File: config.mk
export PLATFORM = sky130hd
export DESIGN_NAME = mux_n_rr_reg
export DESIGN_NICKNAME = d
export VERILOG_FILES = /design/src/rtl/mux_pkg.sv /design/src/rtl/rr_arbiter_n.sv /design/src/rtl/mux_n_rr_reg.sv
export SDC_FILE = /design/constraint.sdc
export NUM_CORES = 1
export LEC_CHECK = 0
export CORE_AREA = 2 2 55 57
export DETAILED_ROUTE_END_ITERATION = 16
export DIE_AREA = 0 0 57 59
export HOLD_SLACK_MARGIN = 0.1
export PLACE_DENSITY_LB_ADDON = 0.25
export REMOVE_ABC_BUFFERS = 1
export SYNTH_ARGS = -nofsm -noshare
export SYNTH_HDL_FRONTEND = slang
export SYNTH_SLANG_ARGS = --single-unit
File: constraint.sdc
create_clock -name clk -period 4 [get_ports clk]
set_input_delay 0.4 -clock clk [delete_from_list [all_inputs] [get_ports clk]]
set_output_delay 0.4 -clock clk [all_outputs]
set_load 0.02 [all_outputs]
File: src/rtl/mux_pkg.sv
// +-----------------------------------------------------------------------+
// | Package : mux_pkg                                                     |
// | Shared mode constants and a constant-evaluable clog2 helper for the   |
// | round-robin registered multiplexer.                                   |
// | Revision: 1.0                                                         |
// +-----------------------------------------------------------------------+
`default_nettype none

package mux_pkg;

  localparam logic MODE_RR    = 1'b0;
  localparam logic MODE_FIXED = 1'b1;

  // Ceiling log2, used to size channel-index fields from the channel count.
  function automatic int clog2(input int n);
    int r;
    r = 0;
    while ((1 << r) < n) r++;
    return r;
  endfunction

endpackage

`default_nettype wire

File: src/rtl/rr_arbiter_n.sv
// +-----------------------------------------------------------------------+
// | Module  : rr_arbiter_n                                                |
// | Round-robin arbiter: grants the first requester found searching from  |
// | ptr upward with wrap. Outputs a one-hot grant and its index.          |
// | Revision: 1.0                                                         |
// +-----------------------------------------------------------------------+
`default_nettype none

module rr_arbiter_n #(
  parameter int N_CH = 4,
  parameter int SELW = 2
) (
  input  logic [N_CH-1:0] req,
  input  logic [SELW-1:0] ptr,
  input  logic            en,
  output logic [N_CH-1:0] gnt,
  output logic [SELW-1:0] gnt_idx,
  output logic            gnt_valid
);

  localparam logic [SELW:0] N_CH_W = (SELW+1)'(N_CH);

  // Rotating priority search; the first hit wins and later hits are ignored.
  always_comb begin : p_search
    logic [SELW:0] cand;
    gnt       = '0;
    gnt_idx   = '0;
    gnt_valid = 1'b0;
    cand      = '0;
    for (int k = 0; k < N_CH; k++) begin
      cand = {1'b0, ptr} + (SELW+1)'(k);
      if (cand >= N_CH_W) cand = cand - N_CH_W;
      if (en && !gnt_valid && req[cand[SELW-1:0]]) begin
        gnt_valid                = 1'b1;
        gnt_idx                  = cand[SELW-1:0];
        gnt[cand[SELW-1:0]]      = 1'b1;
      end
    end
  end

endmodule

`default_nettype wire

File: src/rtl/mux_n_rr_reg.sv
// +-----------------------------------------------------------------------+
// | Module  : mux_n_rr_reg                                                |
// | N_CH-channel WIDTH-bit multiplexer with registered output and         |
// | valid/ready handshake; fixed-select or round-robin arbitration.       |
// | Optional: MUX_N_RR_TOGGLE_CNT_EN adds an output toggle counter.       |
// | Revision: 1.0                                                         |
// +-----------------------------------------------------------------------+
`default_nettype none

module mux_n_rr_reg
  import mux_pkg::*;
#(
  parameter int  WIDTH = 4,
  parameter int  N_CH  = 4,
  parameter int  SELW  = clog2(N_CH),
  parameter real PwrC  = 0.000015
) (
  input  logic                  clk,
  input  logic                  Reset,
  input  logic                  mode,
  input  logic [SELW-1:0]       S,
  input  logic [N_CH*WIDTH-1:0] in_data,
  input  logic [N_CH-1:0]       in_valid,
  output logic [N_CH-1:0]       in_ready,
  output logic [WIDTH-1:0]      Q,
  output logic                  out_valid,
  output logic [SELW-1:0]       out_sel,
  input  logic                  out_ready
`ifdef MUX_N_RR_TOGGLE_CNT_EN
  ,
  output logic [31:0]           toggle_cnt
`endif
);

  localparam logic [SELW:0] N_CH_W = (SELW+1)'(N_CH);

  logic [SELW-1:0]  rr_ptr;
  logic             load;
  logic [N_CH-1:0]  arb_gnt;
  logic [SELW-1:0]  arb_idx;
  logic             arb_valid;
  logic             fixed_ok;
  logic [N_CH-1:0]  fixed_gnt;
  logic             grant_valid;
  logic [SELW-1:0]  grant_idx;
  logic [N_CH-1:0]  grant_vec;
  logic             xfer;
  logic [WIDTH-1:0] data_sel;
  logic [SELW:0]    ptr_inc;
  logic [SELW-1:0]  ptr_next;

  // Output register can take a new beat when empty or being drained.
  assign load = !out_valid || out_ready;

  rr_arbiter_n #(
    .N_CH (N_CH),
    .SELW (SELW)
  ) u_arb (
    .req       (in_valid),
    .ptr       (rr_ptr),
    .en        (mode == MODE_RR),
    .gnt       (arb_gnt),
    .gnt_idx   (arb_idx),
    .gnt_valid (arb_valid)
  );

  // Fixed-select grant; an out-of-range S never grants.
  always_comb begin
    fixed_gnt = '0;
    fixed_ok  = ({1'b0, S} < N_CH_W) && in_valid[S];
    if (fixed_ok) fixed_gnt[S] = 1'b1;
  end

  // Pick the active grant source and derive ready/transfer from it.
  always_comb begin
    if (mode == MODE_FIXED) begin
      grant_valid = fixed_ok;
      grant_idx   = S;
      grant_vec   = fixed_gnt;
    end else begin
      grant_valid = arb_valid;
      grant_idx   = arb_idx;
      grant_vec   = arb_gnt;
    end
    xfer     = load && grant_valid && !Reset;
    in_ready = xfer ? grant_vec : '0;
  end

  // Data mux and wrapped successor of the granted index.
  always_comb begin
    data_sel = '0;
    for (int i = 0; i < N_CH; i++) begin
      if (grant_idx == SELW'(i)) data_sel = in_data[i*WIDTH +: WIDTH];
    end
    ptr_inc  = {1'b0, grant_idx} + (SELW+1)'(1);
    ptr_next = (ptr_inc == N_CH_W) ? '0 : ptr_inc[SELW-1:0];
  end

  // Output register, valid flag and round-robin pointer.
  always_ff @(posedge clk) begin
    if (Reset) begin
      Q         <= '0;
      out_valid <= 1'b0;
      out_sel   <= '0;
      rr_ptr    <= '0;
    end else if (xfer) begin
      Q         <= data_sel;
      out_sel   <= grant_idx;
      out_valid <= 1'b1;
      if (mode == MODE_RR) rr_ptr <= ptr_next;
    end else if (out_ready) begin
      out_valid <= 1'b0;
    end
  end

`ifdef MUX_N_RR_TOGGLE_CNT_EN
  logic [31:0] toggles;
  logic [32:0] cnt_sum;
  real         energy;

  // Bits of Q that flip on the coming update, added to the running total.
  always_comb begin
    toggles = '0;
    for (int i = 0; i < WIDTH; i++) toggles = toggles + 32'(Q[i] ^ data_sel[i]);
    cnt_sum = {1'b0, toggle_cnt} + {1'b0, toggles};
  end

  // Saturating toggle accumulator.
  always_ff @(posedge clk) begin
    if (Reset)     toggle_cnt <= '0;
    else if (xfer) toggle_cnt <= cnt_sum[32] ? 32'hFFFF_FFFF : cnt_sum[31:0];
  end

  // Energy estimate for power reporting in simulation.
  always_comb energy = real'(toggle_cnt) * PwrC;
`else
  logic unused_pwrc;
  assign unused_pwrc = (PwrC < 0.0);
`endif

endmodule

`default_nettype wire

# Word level (Yosys, flattened, before mapping)
# Index checks and enable logic that the tools add are counted.
# word_totals
reg_bits	9
inputBits	26
output_inout_bits	11
elab_cells	105
# classes
addsub	8
magnitude_cmp	14
eq_ne	4
muxes	48
bitwise	4
n_reduce_logical	23
# ops
op	n
two-way mux 4 bit	11
two-way mux 2 bit	10
two-way mux 1 bit	17
< comparator 2 x 3 -> 1 bit, second input constant	5
logical AND 1 bit	14
bitwise OR 4 bit	3
binary-select mux 1 bit (select 2 bit)	5
demux 1 bit (select 2 bit)	5
>= comparator 2 x 1 -> 1 bit, second input constant	5
>= comparator 3 bit, second input constant	3
subtractor 2 x 1 -> 2 bit, second input constant	4
adder 2 x 1 -> 3 bit, second input constant	2
adder 2 x 2 -> 3 bit, second input constant	2
zero test 1 bit	5
== test 2 bit, second input constant	2
== test 3 bit, second input constant	1
>= comparator 2 x 3 -> 1 bit, second input constant	1
== test 2 x 1 -> 1 bit, second input constant	1
zero test 2 bit	1
AND reduction 2 bit	1
nonzero test 2 bit	1
logical OR 1 bit	1
inverter 1 bit	1

# Logic depth before layout (Yosys ltp)
# depth
word_depth	24
ltp_mapped	15
depth_no_buf	13

# By module
# Synthesis repeated with hierarchy kept, for this count alone.
# hier_totals
cells_unflattened	156
area_unflattened_um2	1290.0
# by_module_without_submodules
mod	n_inst	cells_each	area_per_inst_um2	seq_area_each_um2
mux_n_rr_reg	1	89	711.9	180.2
rr_arbiter_n	1	67	578.1	0.0

# Worst setup path after synthesis
# No wires, ideal clock.
# synth_path
path_kind	reg-to-output
startpoint	reg rr_ptr[1]
endpoint	out in_ready[0]
t_arrival_ps	2958
required_ps	3600
slack_ps	642
path_stages_with_launch	9
n_path_buf	1
path_cell_list	dfxtp_1 inv_1 ha_1 buf_2 or3b_1 a311o_1 nor2_4 a221oi_1 a2111oi_1
# synth_via
elab_chain_len	22
elab_cells_between_ends	69
classes_between	add/sub (7); order compare (12); mux (31); bitwise (3); reduce/logical (16)
# synth_lines
element	line_no	rtl
from (decl)	mux_n_rr_reg.sv:37	logic [SELW-1:0] rr_ptr;
from (signal assigned)	mux_n_rr_reg.sv:110	if (mode == MODE_RR) rr_ptr <= ptr_next;
parallel branches: the longest is 21 deep, another holds adder 2 x 1 -> 3 bit	n/a	
two-way mux 4 bit (*)	mux_n_rr_reg.sv:86	in_ready = xfer ? grant_vec : '0;
to (decl)	mux_n_rr_reg.sv:24	output logic [N_CH-1:0] in_ready,
# Mark *: on every way between the ends. The select of a mux whose other input is x is not followed.

# Worst setup path after layout
# layout_path
startpoint	reg rr_ptr[1]
endpoint	out in_ready[2]
# The elaborated chain is that of the path after synthesis.

==> results.toml <==
[timing]
fmax_ghz = 0.271
fin_tns_setup_ns = 0
setup_viol = 0
hold_violations = 0
final.setup_skew_ns = 0.00136
fin_crit_ns = 3.69
worstMarginPinSlew_ns = 0.557
finalCritPeriodShare_pct = 92.3
grt_setup_unrepaired = "false"
slew_headroom_pct = 61.9
holdWs_ns = 0.456
drv_slew = 0
layout_setup_ws_ns = 0.308

[final_layout]
finalNonFillerCells = 207
n_antenna_cell = 0
drive_above_1_share_pct = 15.3
n_fill_cell = 255
postLayoutCoreUtil_pct = 62.2
fin_area_mm2 = 0.00169
syn_to_final_growth_pct = 35.2
layout.nets = 215

[floorplan]
start_util_pct = 46.0
io_pins = 37
num_rows = 19
die_width_um = 57
die_y_um = 59
coreArea_mm2 = 0.00271
die_area_mm2 = 0.00336

[detailed_routing]
drc = 0
vias_per_cell = 6.07
first_pass_iters = 4
ant_nets = 0
drt_iter0_markers = 51
wire_per_inst_um = 16.5
drt-total-wl_mm = 3.41
vias = 1256

[critical_path]
timing.critical_path.buf_inv = 2
required_ns = 3.60
crit_chain = "inv_1 -> ha_2 -> or4b_1 -> a311o_1 -> o221ai_4 -> nor2_4 -> and3_1 -> clkdlybuf4s50_1"
critPathSlowestCell = "clkdlybuf4s50_1"
critPathMaxFanout = 12
setup.worst_path.class = "flop to primary output"
critPathTopFamily = "simple AND/OR/NAND/NOR gates"
setup.worst_path.start_class = "flop"
crit_arrival_ns = 3.29
cp-end-kind = "primary output"
crit_path_max_incr_delay_ns = 0.53

[clocking]
htreeDepth = 1
cts_root_buf = "clkbuf_4"
cts.clk_slew.worst_paths_ns = 0.06
cts_made_buffers = 3
cts.sinks = 9
clk_latency_ns = 0.27
holdBufCountCts = 0
cts_tree = "built"
post_cts_buffers = 0
cts_buffer_depth = 2

[worst_hold_path]
worstHoldPathType = "flop to flop"

[place]
numPortBuffers = 36
finalWeightedCongestion = 0.850
pre_cts_slack_ns = 0.130
dpl-instance-area_mm2 = 0.00165
hpwlAfterDp_mm = 2.67
place_inst = 203

[grt]
grt_pass1_wl_mm = 5.69
gr-total-overflow = 0
grt_start_max_net_pins = 22
antenna_found_initial = 0
grt_pass1_vias = 1211
grt_usage_pct = 21.2

[flow_run]
maxCapViolations = 0

[yosys]
synthCells = 138
synthFlopType = "dfxtp_1"
ys_seq_area_share_pct = 14.5
synth_edf_count = 0
synth.avg_cell_area_um2 = 9.03
synth_area_leader_cell = "dfxtp_1"
ys_ff_latch = 9
synth_top_area_share_pct = 14.5
synth_area_leaders = "dfxtp_1 (14%), ha_1 (12%), mux4_2 (7.2%), mux2i_1 (4.8%), a221oi_1 (4.2%)"
synth_cell_types = 47
yosys_warnings = 0
syn_area_mm2 = 0.00125
asyncSetResetFlopFracSynth_pct = 0

[power]
leakage_nw = 0.658
powerDensity_mw_per_mm2 = 290
power_uw = 489
ir_worst_vdd_v = 0.000289

[status]
status = "complete, no violations"
## tightest hold or removal path: stages (launching register included)
cell	delay (ns)
dfxtp_1	0.31
nand2_1	0.05
mux2i_1	0.05
## path summary, 6_finish.rpt
kind                            from                      end  slack, ns  cells after the start
max           rr_ptr[1]$_SDFFE_PP0P_              in_ready[2]       0.31                      8
min          out_sel[0]$_SDFFE_PP0P_  out_sel[0]$_SDFFE_PP0P_       0.46                      2
max reg2reg   rr_ptr[1]$_SDFFE_PP0P_        Q[2]$_SDFFE_PP0P_       0.40                     13
min reg2reg  out_sel[0]$_SDFFE_PP0P_  out_sel[0]$_SDFFE_PP0P_       0.46                      2
## logic make-up (layout without fill, tap and decap cells)
family / after synthesis / in the layout / share of synthesized area [%]
and+or+nand+nor: 45 / 45 / 21.8
AOI/OAI and AO/OA: 37 / 37 / 25.8
muxes: 18 / 18 / 19.9
buffers and inverters: 17 / 55 / 6.02
adders and majority gates: 12 / 12 / 12.0
DFF: 9 / 9 / 14.5
## cells in the final DEF, fill, tap and decap left out, types with 3 or more instances in the layout
master,netlist,routed
clkbuf_4,0,3
clkdlybuf4s50_1,0,33
nor3_1,4,4
mux2_1,3,3
o21ai_0,3,3
mux2_2,3,3
dfxtp_1,9,9
a221oi_1,6,6
inv_1,7,7
nor2b_1,8,8
ha_1,12,11
a221o_1,5,5
a2111oi_1,3,3
nand2_1,9,9
nor2_1,5,5
mux2i_1,6,6
a21oi_1,6,6
buf_4,0,7
mux4_2,4,4
nand3b_1,4,4
## final cells by class
| class | instances | area [um^2] | share of cell area [%] |
|---|---|---|---|
| multi-input combinational | 112 | 993 | 58.9 |
| sequential | 9 | 180 | 10.7 |
| clock buffer | 4 | 26.3 | 1.56 |
| timing repair buffer | 43 | 417 | 24.7 |
| tap | 31 | 38.8 | 2.30 |
| inverter | 8 | 30.0 | 1.78 |
## where the power goes
group	internal (mW)	leakage (nW)	total, mW	switching, mW
Clock	0.0387	0.0150	0.0739	0.0353
Sequential	0.106	0.0744	0.113	0.00732
Combinational	0.145	0.569	0.302	0.156
Total	0.290	0.658	0.489	0.199
## state kept, by name, summed over array words and instances, names as in the netlist
name / flops
Q: 4
rr_ptr: 2
out_sel: 2
out_valid: 1
## Yosys cell counts (all sizes together) (3+ instances only)
cell,n
a2111oi,4
dfxtp,9
mux2,8
nor3,4
nor2b,8
ha,12
nand3b,4
mux2i,6
nand2,9
a221oi,6
or3b,3
inv,7
a221o,5
o221ai,3
nor2,8
buf,5
mux4,4
clkbuf,4
o21ai,3
a21oi,6
## repair_timing
action,4_1_cts,5_1_grt
endpoints found under the setup margin,1,2
gates resized for setup,1,3
gates cloned,0,0
## per-layer routing
layer,track usage (%),routed length [um],part of all wire (%),vias to the layer above
li1,-,-,-,613
met1,28.9,1550,45,591
met2,35.1,1620,47,48
met3,3.49,218,6.4,4
met4,5.32,31,0.91,0
met5,0,0,0,-
Note: power is estimated with default switching activity, not from simulation.
